### src/rtl/regfile_pkg.sv
// Shared definitions for the pipelined RV32I register file slice.
// Holds default sizes, port-count limits, a constant-evaluable clog2 and
// the architectural address/data types.
// Optional feature used by this slice: REGFILE_BYPASS_EN (see regfile_mp_sb).
package regfile_pkg;

    localparam int XLEN_DEF  = 32;
    localparam int DEPTH_DEF = 32;
    localparam int MAX_RD    = 4;
    localparam int MAX_WR    = 2;

    typedef logic [4:0]  reg_addr_t;
    typedef logic [31:0] xlen_t;

    // Ceiling log2, usable in parameter expressions; clog2(1) = 0.
    function automatic int clog2(input int unsigned value);
        int          result;
        int unsigned rem;
        result = 0;
        rem    = value - 1;
        while (rem > 0) begin
            result = result + 1;
            rem    = rem >> 1;
        end
        return result;
    endfunction

endpackage

### src/rtl/regfile_scoreboard.sv
// Per-register busy scoreboard for regfile_mp_sb.
// Decode issue sets a bit, any enabled writeback clears it; when both hit the
// same register in one cycle the set wins because a newer producer is in flight.
// Ports:
//   i_clk       clock, rising edge
//   i_reset     synchronous active-high reset, clears every busy bit
//   i_wr_en     writeback enables, one per write port
//   i_wr_addr   writeback addresses, port k at [k*AW +: AW]
//   i_iss_vld   issue strobe
//   i_iss_addr  destination register of the issued instruction
//   o_busy_vec  registered busy bits, bit 0 (x0) constant 0
module regfile_scoreboard
    import regfile_pkg::*;
#(
    parameter  int DEPTH  = DEPTH_DEF,
    parameter  int NUM_WR = 1,
    localparam int AW     = clog2(DEPTH)
) (
    input  logic                 i_clk,
    input  logic                 i_reset,
    input  logic [NUM_WR-1:0]    i_wr_en,
    input  logic [NUM_WR*AW-1:0] i_wr_addr,
    input  logic                 i_iss_vld,
    input  logic [AW-1:0]        i_iss_addr,
    output logic [DEPTH-1:0]     o_busy_vec
);

    logic [DEPTH-1:0] r_busy;

    // Clears are applied first so the later issue assignment overrides them.
    always_ff @(posedge i_clk) begin
        if (i_reset) begin
            r_busy <= '0;
        end else begin
            for (int unsigned k = 0; k < NUM_WR; k++) begin
                if (i_wr_en[k] && (i_wr_addr[k*AW +: AW] != '0)) begin
                    r_busy[i_wr_addr[k*AW +: AW]] <= 1'b0;
                end
            end
            if (i_iss_vld && (i_iss_addr != '0)) begin
                r_busy[i_iss_addr] <= 1'b1;
            end
        end
    end

    assign o_busy_vec = r_busy & {{(DEPTH-1){1'b1}}, 1'b0};

endmodule

### src/rtl/regfile_mp_sb.sv
// Multi-port integer register file with busy scoreboard for the pipelined
// RV32I core. x0 reads as 0 and is never busy. Reads are combinational.
// Optional feature macro: REGFILE_BYPASS_EN -- when defined, a read that
// matches an enabled same-cycle write (addr != 0) returns the write data
// (port 1 priority) and reports busy only if the same cycle issues to it.
// Ports:
//   CLK       clock, rising edge
//   reset     synchronous active-high reset (data and busy bits to 0)
//   rd_addr   read addresses, port i at [i*AW +: AW]
//   rd_data   read data, port i at [i*XLEN +: XLEN], combinational
//   rd_busy   busy flag of the addressed register per read port
//   wr_en     write enables, one per write port
//   wr_addr   write addresses, port k at [k*AW +: AW]
//   wr_data   write data, port k at [k*XLEN +: XLEN]
//   iss_vld   issue strobe, marks iss_addr busy
//   iss_addr  destination register of the issued instruction
//   busy_vec  registered scoreboard state
module regfile_mp_sb
    import regfile_pkg::*;
#(
    parameter  int XLEN   = XLEN_DEF,
    parameter  int DEPTH  = DEPTH_DEF,
    parameter  int NUM_RD = 2,
    parameter  int NUM_WR = 1,
    localparam int AW     = clog2(DEPTH)
) (
    input  logic                   CLK,
    input  logic                   reset,
    input  logic [NUM_RD*AW-1:0]   rd_addr,
    output logic [NUM_RD*XLEN-1:0] rd_data,
    output logic [NUM_RD-1:0]      rd_busy,
    input  logic [NUM_WR-1:0]      wr_en,
    input  logic [NUM_WR*AW-1:0]   wr_addr,
    input  logic [NUM_WR*XLEN-1:0] wr_data,
    input  logic                   iss_vld,
    input  logic [AW-1:0]          iss_addr,
    output logic [DEPTH-1:0]       busy_vec
);

    if ((NUM_RD < 1) || (NUM_RD > MAX_RD)) begin : g_bad_num_rd
        $error("regfile_mp_sb: NUM_RD out of range");
    end
    if ((NUM_WR < 1) || (NUM_WR > MAX_WR)) begin : g_bad_num_wr
        $error("regfile_mp_sb: NUM_WR out of range");
    end
    if ((DEPTH < 2) || ((1 << AW) != DEPTH)) begin : g_bad_depth
        $error("regfile_mp_sb: DEPTH must be a power of 2, at least 2");
    end

    logic [XLEN-1:0]  r_mem [DEPTH];
    logic [DEPTH-1:0] w_busy_vec;

    // Later write ports assign last, so port 1 wins a same-address conflict.
    always_ff @(posedge CLK) begin
        if (reset) begin
            r_mem <= '{default: '0};
        end else begin
            for (int unsigned k = 0; k < NUM_WR; k++) begin
                if (wr_en[k] && (wr_addr[k*AW +: AW] != '0)) begin
                    r_mem[wr_addr[k*AW +: AW]] <= wr_data[k*XLEN +: XLEN];
                end
            end
        end
    end

    regfile_scoreboard #(
        .DEPTH  (DEPTH),
        .NUM_WR (NUM_WR)
    ) u_scoreboard (
        .i_clk      (CLK),
        .i_reset    (reset),
        .i_wr_en    (wr_en),
        .i_wr_addr  (wr_addr),
        .i_iss_vld  (iss_vld),
        .i_iss_addr (iss_addr),
        .o_busy_vec (w_busy_vec)
    );

    assign busy_vec = w_busy_vec;

    for (genvar i = 0; i < NUM_RD; i++) begin : g_rd
        logic [AW-1:0]   w_ra;
        logic [XLEN-1:0] w_data;
        logic            w_busy;

        assign w_ra = rd_addr[i*AW +: AW];

        always_comb begin
            w_data = r_mem[w_ra];
            w_busy = w_busy_vec[w_ra];
`ifdef REGFILE_BYPASS_EN
            // Ascending scan: the highest matching write port is seen last.
            for (int unsigned k = 0; k < NUM_WR; k++) begin
                if (wr_en[k] && (wr_addr[k*AW +: AW] != '0) &&
                    (wr_addr[k*AW +: AW] == w_ra)) begin
                    w_data = wr_data[k*XLEN +: XLEN];
                    w_busy = iss_vld && (iss_addr == w_ra);
                end
            end
`endif
            if (w_ra == '0) begin
                w_data = '0;
                w_busy = 1'b0;
            end
        end

        assign rd_data[i*XLEN +: XLEN] = w_data;
        assign rd_busy[i]              = w_busy;
    end

`ifndef SYNTHESIS
    a_no_x_ctrl: assert property (@(posedge CLK) disable iff (reset)
                                  !$isunknown({wr_en, iss_vld}))
        else $error("regfile_mp_sb: X on wr_en or iss_vld");
`endif

endmodule

### config.mk
export PLATFORM = sky130hd
export DESIGN_NAME = regfile_mp_sb
export DESIGN_NICKNAME = d
export VERILOG_FILES = /design/src/rtl/regfile_pkg.sv /design/src/rtl/regfile_scoreboard.sv /design/src/rtl/regfile_mp_sb.sv
export SDC_FILE = /design/constraint.sdc
export NUM_CORES = 2
export LEC_CHECK = 0
export CAP_MARGIN = 15
export CORE_MARGIN = 3
export CORE_UTILIZATION = 38
export CTS_CLUSTER_DIAMETER = 100
export DETAILED_ROUTE_END_ITERATION = 7
export PLACE_DENSITY_LB_ADDON = 0.12
export SYNTH_ARGS = -nofsm -noshare
export SYNTH_HDL_FRONTEND = slang
export SYNTH_SLANG_ARGS = --single-unit
### constraint.sdc
create_clock -name CLK -period 2.5 [get_ports CLK]
set_input_delay 0.5 -clock CLK [delete_from_list [all_inputs] [get_ports CLK]]
set_output_delay 0.5 -clock CLK [all_outputs]
set_load 0.01 [all_outputs]
After elaboration in Yosys (flattened, before gate mapping). Cells that the tools add are included.

Register bits after elaboration: 1056. Input port bits: 56. Output and inout port bits: 98.

Order comparisons: 10. Multiplexer cells: 24. Bitwise gates (word level): 6. Reduce and logical (&&, ||, !) cells: 9.

Operator list (count): $bwmux W1024 (1); $bmux W32 S5 (2); $mux W32 (10); $demux W32 S5 (1); $and A32 B32 Y32 (1); $not A32 Y32 (1); $or A32 B32 Y32 (1); $lt A5 B6 Y1 const B (4); $ge A6 B6 Y1 const B (3); $not A5 Y6 (3); $bmux W1 S5 (2); $demux W1 S5 (2); $ge A5 B1 Y1 const B (2); $logic_not A5 Y1 (2); $reduce_bool A5 Y1 (2); $lt A6 B1 Y1 const B (1); $mux W1 (6); $logic_and A1 B1 Y1 (5).

Depth between registers and ports, before layout.
Word-level depth: 10. Mapped depth: 9. Depth with buffers taken out: 4.

Cells and area by module. From an unflattened synthesis, not the netlist that was laid out.

Cell total of the unflattened synthesis: 6068. Area, all modules: 53825.4 um2.

By module, submodules not included: regfile_mp_sb (times used 1, cells each 5909, area each 52486.6 um2, seq. area each 20499.7 um2); regfile_scoreboard (times used 1, cells each 159, area each 1338.8 um2, seq. area each 620.6 um2).

Worst setup path before layout. Ideal clock, no wire load.

Path kind: input to output. Start point: input port rd_addr[1]. End point: output port rd_data[11]. Arrival: 1.897 ns. Required time: 2.000 ns. Path slack: 0.103 ns. Stages on the path: 8. Path buffers: 4. Cells stage by stage: buf_6 buf_6 nor2b_1 buf_2 buf_6 a221oi_2 o21ai_1 a311oi_1.

Word-level cells in the longest chain between the ends: 5. Elaborated cells between the ends (all ways): 6. Classes of those cells: mux: 4; bitwise: 1; reduce/logical: 1.

Ends and longest elaborated chain: from (decl) (line regfile_mp_sb.sv:29) `input logic [NUM_RD*AW-1:0] rd_addr,`; $not A5 Y6 (not written as such) (line regfile_mp_sb.sv:89) `w_data = r_mem[w_ra];`; $bmux W32 S5 (line regfile_mp_sb.sv:89); $mux W32 (not written as such) (2 in a row) (line regfile_mp_sb.sv:89); $mux W32 * (line regfile_mp_sb.sv:101) `if (w_ra == '0) begin`; to (decl) (line regfile_mp_sb.sv:30) `output logic [NUM_RD*XLEN-1:0] rd_data,`.

Mark *: on every way between the ends. The rest lies on a longest branch, timed or not. The select of a mux whose other input is x is not followed.

Worst setup path in the final report.
Start point: register r_mem[669] (netlist bit). End point: output port rd_data[29].

Word-level cells in the longest chain between the ends: 4.

Ends and longest elaborated chain: from (decl) (line regfile_mp_sb.sv:50) `logic [XLEN-1:0] r_mem [DEPTH];`; from (signal, indexed assignment) (line regfile_mp_sb.sv:60) `r_mem[wr_addr[k*AW +: AW]] <= wr_data[k*XLEN +: XLEN];`; $bmux W32 S5 (line regfile_mp_sb.sv:89); $mux W32 (not written as such) (2 in a row) (line regfile_mp_sb.sv:89); $mux W32 (line regfile_mp_sb.sv:101).

No other way between the ends. The select of a mux whose other input is x is not followed.

==> impl_metrics.csv <==
group,metric,value,unit
yosys,yosysSeqAreaShare,0.392,
status,failed_checks,"setup timing",
layout,drive_gt1_frac,0.329,
yosys,netlist_area,53900,um2
yosys,syn-num-nets,6080,
timing,fin_crit_sh,1.17,
timing,finalMaxSlewViolations,0,
die,initial_core_util,0.385,
power_and_ir_drop,power,41300,uW
yosys,ys.warnings.count,0,
setup_path,cp_max_fo,3,
timing,slew_headroom,0.587,
detailed_routing,post_drt_wl_per_cell,30.1,um
setup_path,path_buf_inv,2,
yosys,async_flop_share,0,
power_and_ir_drop,p_clk_frac,0.465,
power_and_ir_drop,power_frac_seq,0.413,
detailed_routing,drtIter0Drc,6519,
timing,hold_viol,0,
status,status,"complete, but fails checks",
die,core,140000,um2
place,portBuffers,152,
die,num_rows,137,
yosys,netlist_instances,6024,
yosys,synthTopCellsByCount,"2051 x nand2_1, 1055 x dfxtp_1, 994 x a21oi_1",
yosys,synth_area_leader_cell,"dfxtp_1",
clock_network,cts_sinks,1055,
yosys,synth.avg_cell_area,8.95,um2
die,die_h,383,um
detailed_routing,dr.pass1.iters,8,
power_and_ir_drop,swShare,0.263,
min_path,min_path_type,"primary input to register",
global_routing,grt_overflow,0,
yosys,synth_edf_count,0,
global_routing,grt_max_degree,105,
clock_network,insertion_delay,0.75,ns
min_path,worstHoldStart,"reset",
setup_path,critPathLaunch,"r_mem[669]$_SDFFE_PP0P_",
clock_network,path_clk_slew,0.06,ns
power_and_ir_drop,p_sw,10800,uW
layout,n_fill_cell,12877,
layout,nets,6523,
yosys,synth_area_leaders,"dfxtp_1 39%, mux4_2 19%, nand2_1 14%",
clock_network,cts_tree,"built",
setup_path,worstPathRequired,2.00,ns
detailed_routing,drc,0,
clock_network,cts_max_level,3,
timing,post-route-min-period,2.92,ns
setup_path,crit_type,"register to output pin",
detailed_routing,ant_nets,0,
setup_path,start_kind,"register",
clock_network,cts_inserted_buffers,119,
setup_path,cpMostUsedCell,"buf_4",
timing,finClkSkew,0,ns
setup_path,endpoint_kind,"output pin",
setup_path,cp_slowest_cell,"mux4_2",
die,pin_count,154,
power_and_ir_drop,p_per_area,580,nW/um2
layout,area_growth,31.8,%
yosys,yosys.area.top_type_share,0.392,
yosys,ys_types,48,
power_and_ir_drop,internal-power,30400,uW
die,die_x,383,um
setup_path,critPathMaxStageDelay,0.47,ns
timing,tns,-20.48,ns
yosys,ys_seq_elements,1055,
flow_run,maxCapViolCount,0,
setup_path,worstPathCellList,"mux4_2, nor2b_4, a211oi_4, buf_4, a311oi_2, buf_4",
setup_path,crit_family,"multiplexers",
detailed_routing,vias_per_cell,6.11,
power_and_ir_drop,leakage,0.0244,uW
timing,setup_slack,-0.423,ns
global_routing,grt_pass1_vias,48406,
setup_path,rr_startpoint,"u_scoreboard.r_busy[10]$_SDFF_PP0_",
yosys,yosys_most_used_dff,"dfxtp_1",
global_routing,grt_pass1_wl,357,mm
detailed_routing,routed-via-count,51575,
detailed_routing,drt-total-wl,254,mm
global_routing,antenna_found_initial,12,
timing,clock.fmax,0.342,GHz
timing,worst_pin_slew,0.619,ns
yosys,yosysMostFrequentCell,"nand2_1",
clock_network,cts_buffer_depth,3,
global_routing,grt.total_usage,0.334,
setup_path,critical_path_arrival,2.42,ns
clock_network,clockRootBuffer,"clkbuf_16",
die,die_area,146000,um2
place,dpl.hpwl,162,mm
power_and_ir_drop,vdd_ir_drop_max,0.563,mV
timing,rsz0062_at_grt,"true",
timing,final-setup-viol-count,66,
power_and_ir_drop,comb_power_share,0.122,
place,finalWeightedCongestion,0.888,
## routing by layer
metal  GRT usage  routed length, um  part of all wire  up-vias
li1            -                  -                 -    22078
met1       0.475             107000              0.42    25962
met2       0.497             111000              0.43     3055
met3      0.0716              27500              0.11      480
met4       0.126               9410             0.037        0
met5           0                  0                 0        -
## worst reg2reg max path: stages, from the launching register on
cell and delay (ns):
dfxtp_2 0.36, buf_4 0.14, a22oi_1 0.16, nor2_1 0.06
## power groups by stage
stage / Clock, uW / Sequential, uW / Combinational, uW
floorplan: 0 / 17400 / 2100
global placement: 0 / 17400 / 4350
detailed placement: 0 / 17400 / 4360
CTS: 19300 / 17000 / 4770
global route: 20000 / 17000 / 5170
finish: 19200 / 17000 / 5040
## logic make-up after synthesis
family,count (synthesis),synth area share
compound gates,1404,0.154
buf+inv,640,0.0570
flops,1055,0.392
mux,660,0.231
other cells,1,0.0000695
simple gates,2264,0.167
## through the flow
step                setup slack, ns  hold WS [ns]   util  instances  cell area [um2]
finish                       -0.423         0.143  0.507       8445            71100
floorplan                     0.103         0.441      -       6024            53900
detailed placement            -1.10         0.455  0.450       8135            63100
global placement              -1.10         0.449  0.450       8135            63100
global route                 -0.441         0.166  0.507       8443            71100
CTS                          -0.446         0.120  0.499       8408            70000
## cells in the final DEF, fill, tap and decap left out, types with 45 or more instances in the layout
cell | netlist | routed
a211oi_2 | 0 | 50
a21oi_1 | 994 | 992
a221oi_2 | 44 | 45
a22oi_1 | 93 | 59
buf_12 | 4 | 223
buf_2 | 121 | 51
buf_4 | 66 | 505
buf_6 | 25 | 56
clkbuf_16 | 0 | 129
clkdlybuf4s50_1 | 0 | 72
dfxtp_1 | 1055 | 901
dfxtp_2 | 0 | 152
mux2_4 | 0 | 47
mux2i_1 | 132 | 127
mux4_2 | 458 | 460
nand2_1 | 2051 | 2020
nor2b_1 | 104 | 88
## timing repair
action,4_1_cts,5_1_grt
cloned,12,10
pin swaps,101,61
buffers inserted,72,27
hold buffers,0,0
setup endpoints to repair,71,66
gates resized for setup,795,182
## worst paths after layout
check	to	slack (ns)	cells after the start
max	rd_data[29]	-0.42	6
min	r_mem[977]$_SDFFE_PP0P_	0.14	2
max reg2reg	u_scoreboard.r_busy[10]$_SDFF_PP0_	1.66	3
min reg2reg	r_mem[513]$_SDFFE_PP0P_	0.46	2
## state kept, by name, indices dropped and copies added, names as in the netlist
register / flops
u_scoreboard.r_busy: 31
r_mem: 1024
## layout make-up
class / count / area, um2 / area share
Clock buffer: 163 / 3420 / 0.0482
Inverter: 2 / 17.5 / 0.000246
Sequential cell: 1055 / 21300 / 0.300
Clock inverter: 58 / 788 / 0.0111
Multi-Input combinational cell: 4329 / 32000 / 0.451
Antenna cell: 2 / 5.00 / 0.0000704
Tap cell: 1876 / 2350 / 0.0330
Timing Repair Buffer: 960 / 11100 / 0.157
(Power assumes the default switching activity.)
